[config.mk]
export PLATFORM = sky130hd
export DESIGN_NAME = irq_controller
export DESIGN_NICKNAME = d
export VERILOG_FILES = /design/src/rtl/irq_controller.sv
export SDC_FILE = /design/constraint.sdc
export NUM_CORES = 1
export LEC_CHECK = 0
export ABC_CLOCK_PERIOD_IN_PS = 1950
export BUFFER_PORTS_ARGS = -buffer_cell sky130_fd_sc_hd__buf_2
export CAP_MARGIN = 20
export CORE_MARGIN = 2
export CORE_UTILIZATION = 36
export DETAILED_ROUTE_END_ITERATION = 8
export GPL_TIMING_DRIVEN = 1
export HOLD_SLACK_MARGIN = 0.06
export MAX_ROUTING_LAYER = met4
export SLEW_MARGIN = 15
export SYNTH_ARGS = -nofsm -noshare
export SYNTH_HDL_FRONTEND = slang
export SYNTH_SLANG_ARGS = --single-unit
[constraint.sdc]
create_clock -name clk_i -period 1.95 [get_ports clk_i]
set_input_delay 0.0975 -clock clk_i [delete_from_list [all_inputs] [get_ports clk_i]]
set_output_delay 0.0975 -clock clk_i [all_outputs]
set_load 0.03 [all_outputs]
[src/rtl/irq_controller.sv]
// Machine-level external interrupt controller: synchronises raw sources, latches level/edge
// pending state, and arbitrates lowest-index-first through a claim/complete register interface.
module irq_controller #(
    parameter int NUM_SOURCES = 8
) (
    input  logic                   clk_i,
    input  logic                   reset_i,
    input  logic [NUM_SOURCES-1:0] irq_src_i,
    input  logic [31:0]            addr_i,
    input  logic                   read_enable_i,
    output logic [31:0]            read_data_o,
    input  logic                   write_enable_i,
    input  logic [31:0]            write_data_i,
    output logic                   interrupt_o
);

    localparam int N = NUM_SOURCES;

    logic [N-1:0] sync1_q, sync1_d;
    logic [N-1:0] sync2_q, sync2_d;
    logic [N-1:0] sync3_q, sync3_d;
    logic [N-1:0] pending_q, pending_d;
    logic [N-1:0] enable_q, enable_d;
    logic [N-1:0] edge_q, edge_d;
    logic [N-1:0] in_service_q, in_service_d;
    logic [31:0]  read_data_q, read_data_d;
    logic         interrupt_q, interrupt_d;

    logic [N-1:0] eligible;
    logic [N-1:0] rise;
    logic [N-1:0] claim_hit;
    logic [4:0]   best_id;
    logic         wr_pending, wr_enable, wr_edge, wr_claim, rd_claim;
    logic         unused_addr;

    assign unused_addr = ^{addr_i[31:4], addr_i[1:0]};

    assign wr_pending = write_enable_i && (addr_i[3:2] == 2'd0);
    assign wr_enable  = write_enable_i && (addr_i[3:2] == 2'd1);
    assign wr_edge    = write_enable_i && (addr_i[3:2] == 2'd2);
    assign wr_claim   = write_enable_i && (addr_i[3:2] == 2'd3);
    assign rd_claim   = read_enable_i  && (addr_i[3:2] == 2'd3);

    assign eligible = pending_q & enable_q & ~in_service_q;
    assign rise     = sync2_q & ~sync3_q;

    // Scanning downward lets the lowest set index overwrite any higher one.
    always_comb begin
        best_id = '0;
        for (int i = N - 1; i >= 0; i--) begin
            if (eligible[i]) best_id = 5'(i + 1);
        end
    end

    always_comb begin
        claim_hit = '0;
        for (int i = 0; i < N; i++) begin
            claim_hit[i] = rd_claim && (best_id == 5'(i + 1));
        end
    end

    always_comb begin
        sync1_d      = irq_src_i;
        sync2_d      = sync1_q;
        sync3_d      = sync2_q;
        pending_d    = pending_q;
        in_service_d = in_service_q;
        enable_d     = wr_enable ? write_data_i[N-1:0] : enable_q;
        edge_d       = wr_edge   ? write_data_i[N-1:0] : edge_q;
        interrupt_d  = |eligible;
        for (int i = 0; i < N; i++) begin
            // A fresh edge outranks a same-cycle claim or W1C so no event is dropped.
            if (edge_q[i]) begin
                pending_d[i] = rise[i] |
                               (pending_q[i] & ~(claim_hit[i] | (wr_pending & write_data_i[i])));
            end else begin
                pending_d[i] = sync2_q[i];
            end
            if (wr_claim && (write_data_i == 32'(i + 1))) in_service_d[i] = 1'b0;
            if (claim_hit[i]) in_service_d[i] = 1'b1;
        end
    end

    always_comb begin
        read_data_d = '0;
        if (read_enable_i) begin
            case (addr_i[3:2])
                2'd0:    read_data_d = 32'(pending_q);
                2'd1:    read_data_d = 32'(enable_q);
                2'd2:    read_data_d = 32'(edge_q);
                default: read_data_d = 32'(best_id);
            endcase
        end
    end

    always_ff @(posedge clk_i or posedge reset_i) begin
        if (reset_i) begin
            sync1_q      <= '0;
            sync2_q      <= '0;
            sync3_q      <= '0;
            pending_q    <= '0;
            enable_q     <= '0;
            edge_q       <= '0;
            in_service_q <= '0;
            read_data_q  <= '0;
            interrupt_q  <= 1'b0;
        end else begin
            sync1_q      <= sync1_d;
            sync2_q      <= sync2_d;
            sync3_q      <= sync3_d;
            pending_q    <= pending_d;
            enable_q     <= enable_d;
            edge_q       <= edge_d;
            in_service_q <= in_service_d;
            read_data_q  <= read_data_d;
            interrupt_q  <= interrupt_d;
        end
    end

    assign read_data_o = read_data_q;
    assign interrupt_o = interrupt_q;

endmodule

## Word level (Yosys, flattened, before mapping)

Index checks and enable logic that the tools add are counted.

- Bits in registers: 89
- Latch bits: 0
- Memory bits (writable): 0
- ROM bits: 0
- Input bits: 76
- Word-level logic and storage cells: 145
- Memories kept: 0

- Add/subtract/negate cells: 0
- Multipliers: 0
- Div/mod/pow operators: 0
- $lt $le $gt $ge: 0
- Equality and inequality tests: 19
- Shift operators: 0
- Multiplexer cells: 34
- Bitwise operators: 45
- Reduce and logical (&&, ||, !) cells: 31

Operators with widths:

| operator | count |
|---|---|
| $eq 32x3->1 const B | 4 |
| $eq 32x2->1 const B | 2 |
| $mux 5 | 7 |
| $eq 32x1->1 const B | 1 |
| $eq 32x4->1 const B | 1 |
| $and 8x8->8 | 3 |
| $mux 1 | 24 |
| $pmux 8 s3 | 1 |
| $logic_and 1x1->1 | 21 |
| $eq 5x3->1 const B | 4 |
| $and 1x1->1 | 16 |
| $not 8->8 | 2 |
| $or 1x1->1 | 16 |
| $reduce_bool 2->1 | 8 |
| $eq 5x2->1 const B | 2 |
| $mux 8 | 1 |
| $not 1->1 | 8 |
| $reduce_or 8->1 | 1 |
| $eq 5x1->1 const B | 1 |
| $eq 5x4->1 const B | 1 |
| $eq 2x2->1 const B | 2 |
| $mux 4 | 1 |
| $eq 2x1->1 const B | 1 |
| $logic_not 2->1 | 1 |

## Depth between registers and ports, before layout

- Depth in word-level cells: 17
- Mapped depth: 6
- Depth with buffers taken out: 4

## Worst setup path after synthesis

OpenSTA, ideal clock, no wires.

- Path kind: reg-to-reg
- Start point: reg enable_q[2]
- End point: reg pending_q[3]
- Setup time: 121 ps
- Arrival: 1291 ps
- Setup slack: 538 ps
- Cell stages (with the launch flop): 6
- Path buffers: 1
- Period minus slack after synthesis: 1412 ps
- Cell sequence: dfrtp_1 -> and3b_1 -> buf_2 -> a211oi_1 -> o211ai_1 -> a22o_1

- Cells in the longest elaborated chain, start to end: 12

Ends and longest elaborated chain:

| what | line | source |
|---|---|---|
| start: declaration | 23 | `logic [N-1:0] enable_q, enable_d;` |
| start signal: assignment | 112 | `enable_q <= enable_d;` |
| $and 8x8->8 (2 in a row) | 44 | `assign eligible = pending_q & enable_q & ~in_service_q;` |
| $mux 5 (3 in a row) | 51 | `if (eligible[i]) best_id = 5'(i + 1);` |
| $eq 5x3->1 | 58 | `claim_hit[i] = rd_claim && (best_id == 5'(i + 1));` |
| $logic_and 1x1->1 | 58 |  |
| $or 1x1->1 | 75 | `(pending_q[i] & ~(claim_hit[i] \| (wr_pending & write_data_i[i])));` |
| $not 1->1 | 75 |  |
| $and 1x1->1 | 75 |  |
| $or 1x1->1 | 74 | `pending_d[i] = rise[i] \|` |
| $mux 1 | 73 | `if (edge_q[i]) begin` |
| named net pending_d[3] | 22 | `logic [N-1:0] pending_q, pending_d;` |
| end signal: assignment | 111 | `pending_q <= pending_d;` |
| end: declaration | 22 |  |

The timed path passes the listed nets, and every way through them passes these cells.
A chain may end at the register's enable or synchronous reset.

## Final worst setup path

- Start point: in write_data_i[6]
- End point: reg in_service_q[2]

- Cells in the longest elaborated chain, start to end: 3

Ends and longest elaborated chain:

| what | line | source |
|---|---|---|
| start: declaration | 13 | `input logic [31:0] write_data_i,` |
| $eq 32x2->1 | 79 | `if (wr_claim && (write_data_i == 32'(i + 1))) in_service_d[i] = 1'b0;` |
| $logic_and 1x1->1 | 79 |  |
| $reduce_bool 2->1 (no line) | - |  |
| end signal: assignment | 114 | `in_service_q <= in_service_d;` |
| end: declaration | 25 | `logic [N-1:0] in_service_q, in_service_d;` |

Every way passes these cells.

==> impl_metrics.json <==
{
  "period_share": 0.881,
  "max-cap-violations": 0,
  "synth_area_um2": 2960,
  "clk_latency_ps": 340,
  "drive_gt1_frac": 0.299,
  "synth_top_area_share": 0.550,
  "drt-total-wl_mm": 6.34,
  "via_per_inst": 4.92,
  "synth_cells": 258,
  "synth_edf_count": 0,
  "synth.largest_area_cell": "dfrtp_1",
  "synth.avg_cell_area_um2": 11.5,
  "synthTopCellsByCount": "65 x dfrtp_1, 28 x nand2_1, 25 x buf_4",
  "worstPathMaxFanout": 4,
  "die_w_um": 94.7,
  "wl_per_cell_um": 14.2,
  "cts_root_buffer": "clkbuf_8",
  "peakVddDrop_v": 0.000594,
  "detailedRoute.firstPassIterationCount": 4,
  "grt_pass1_wl_mm": 10.3,
  "io_buffers": 54,
  "initial_core_util": 0.366,
  "die_y_um": 94.7,
  "final_nets": 412,
  "rows": 33,
  "holdPathStages": 2,
  "hold_end": "enable_q[4]",
  "critPathKind": "input port to flip-flop",
  "status": "finished clean",
  "cp-end-kind": "flip-flop",
  "grt_max_degree": 66,
  "n_antenna_cell": 0,
  "r2r_slack_ps": 330,
  "yosys_warnings": 0,
  "yosysMostFrequentCell": "dfrtp_1",
  "grt_pass1_vias": 2139,
  "synth-main-ff-cell": "dfrtp_1",
  "hold_slack_ps": 63.2,
  "overflow": 0,
  "route.detailed.drc": 0,
  "antenna_found_initial": 0,
  "drv_slew": 0,
  "hold_start": "write_data_i[4]",
  "fmax_ghz": 0.582,
  "place_congestion": 0.917,
  "async_flop_share": 1.00,
  "p_leak_nw": 1.74,
  "arrival_ps": 1920,
  "worstPathRequired_ps": 2150,
  "r2r_cells": 4,
  "grtUsageTotal": 0.157,
  "clock_path_buffers": 2,
  "critPathLaunchType": "input port",
  "drtIter0Drc": 116,
  "r2r-end": "pending_q[6]",
  "place_worst_setup_slack_ps": 230,
  "clkSlewWorstSetupHoldPaths_ps": 70,
  "min_path_type": "input port to flip-flop",
  "via_count": 2196,
  "finClkSkew_ps": 6.00,
  "rsz0062_at_grt": "no",
  "clock-sinks": 65,
  "ioPinCount": 109,
  "synthTopCellsByArea": "dfrtp_1 55%, mux2_2 6.8%, buf_4 6.3%, nand2_1 3.6%, a21oi_1 2.4%",
  "dieArea_um2": 8960,
  "core_um2": 8090,
  "hpwlAfterDp_mm": 4.47,
  "cts_inserted_buffers": 9,
  "postPlaceCellArea_um2": 3300,
  "cellPowerDensity_nw_per_um2": 949,
  "period_needed_ps": 1720,
  "stdcell_area_um2": 3620,
  "setup-violations-final": 0,
  "hold_viol": 0,
  "area_growth_syn_to_layout_pct": 22.4,
  "cts_tree": "built",
  "synth_cell_types": 41,
  "drtAntennaViolNets": 0,
  "ys_seq_area_frac": 0.550,
  "synth_seq_cells": 65,
  "setup_ws_ps": 231,
  "fin_setup_tns_ps": 0,
  "rr_startpoint": "pending_q[2]",
  "htree_levels": 3
}
[worst max path at each step]
| stage | from | endpoint | slack [ps] | cells past startpoint |
|---|---|---|---|---|
| 2_1_floorplan | reset_i | edge_q[0] | 230 | 1 |
| 3_3_place_gp | addr_i[2] | in_service_q[5] | 230 | 5 |
| 3_5_place_dp | addr_i[2] | in_service_q[1] | 230 | 5 |
| 4_1_cts | write_data_i[6] | in_service_q[5] | 210 | 6 |
| 5_1_grt | write_data_i[7] | in_service_q[5] | 60 | 6 |
| 6_report | write_data_i[6] | in_service_q[2] | 230 | 6 |
[per-stage QoR]
step	instances	util	power, mW
3_5_place_dp	417	0.408	2.33
4_1_cts	446	0.447	3.48
2_1_floorplan	281	-	2.17
3_3_place_gp	417	0.408	2.31
5_1_grt	446	0.447	3.63
6_report	446	0.447	3.44
[cell type report]
class	count	area, um^2
Clock buffer	13	149
Clock inverter	3	40.0
Fill cell	801	4470
Inverter	6	22.5
Multi-Input combinational cell	180	1190
Sequential cell	65	1630
Tap cell	105	131
Timing Repair Buffer	74	465
[layer usage]
| layer | vias to the layer above | track usage | wire, um |
|---|---|---|---|
| li1 | 1033 | - | - |
| met1 | 1087 | 0.207 | 2930 |
| met2 | 66 | 0.230 | 2940 |
| met3 | 10 | 0.0495 | 378 |
| met4 | 0 | 0.0531 | 87 |
| met5 | - | - | 0 |
[repair_timing]
action | in CTS | in global routing
hold buffers | 13 | 0
resized for setup | 0 | 0
hold endpoints to repair | 82 | 0
buffers inserted | 0 | 0
[layout by cell type, fill, tap and decap left out, types with 2 or more instances in the layout]
cell type and instances:
a21oi_1 14, a22o_1 8, a31oi_1 6, and3b_1 6, buf_2 54, buf_4 6, clkbuf_1 3, clkbuf_8 10
clkinv_2 2, conb_1 24, dfrtp_1 65, dlygate4sd3_1 13, inv_1 5, mux2_2 18, mux2i_1 6, nand2_1 28
nand2b_1 3, nand3_1 2, nand3b_1 7, nand4_1 5, nor2_1 13, nor2b_1 2, nor4_1 4, nor4_2 3
o211ai_1 6, o21ai_0 6, o311ai_0 2
[cell families after synthesis]
group / after synthesis / synth area share
mux: 24 / 0.0888
simple gates: 83 / 0.169
buf+inv: 36 / 0.0786
flops: 65 / 0.550
compound gates: 49 / 0.113
other cells: 1 / 0.00127
[report_power, final]
part	internal [mW]	total (mW)	switching, mW
Combinational	0.285	0.665	0.380
Sequential	1.54	1.66	0.124
Clock	0.623	1.11	0.486
[flip-flops by register name (all words and copies together) (netlist names)]
| register | flops |
|---|---|
| sync2_q | 8 |
| enable_q | 8 |
| read_data_o | 8 |
| interrupt_o | 1 |
| pending_q | 8 |
| sync1_q | 8 |
| in_service_q | 8 |
| sync3_q | 8 |
| edge_q | 8 |
[worst max-delay path, stage by stage]
cell	delay (ps)
dlygate4sd3_1	530
buf_2	150
nor4_2	300
nand4_2	240
nor4b_4	480
a31oi_1	130
Note: power is estimated with default switching activity, not from simulation.
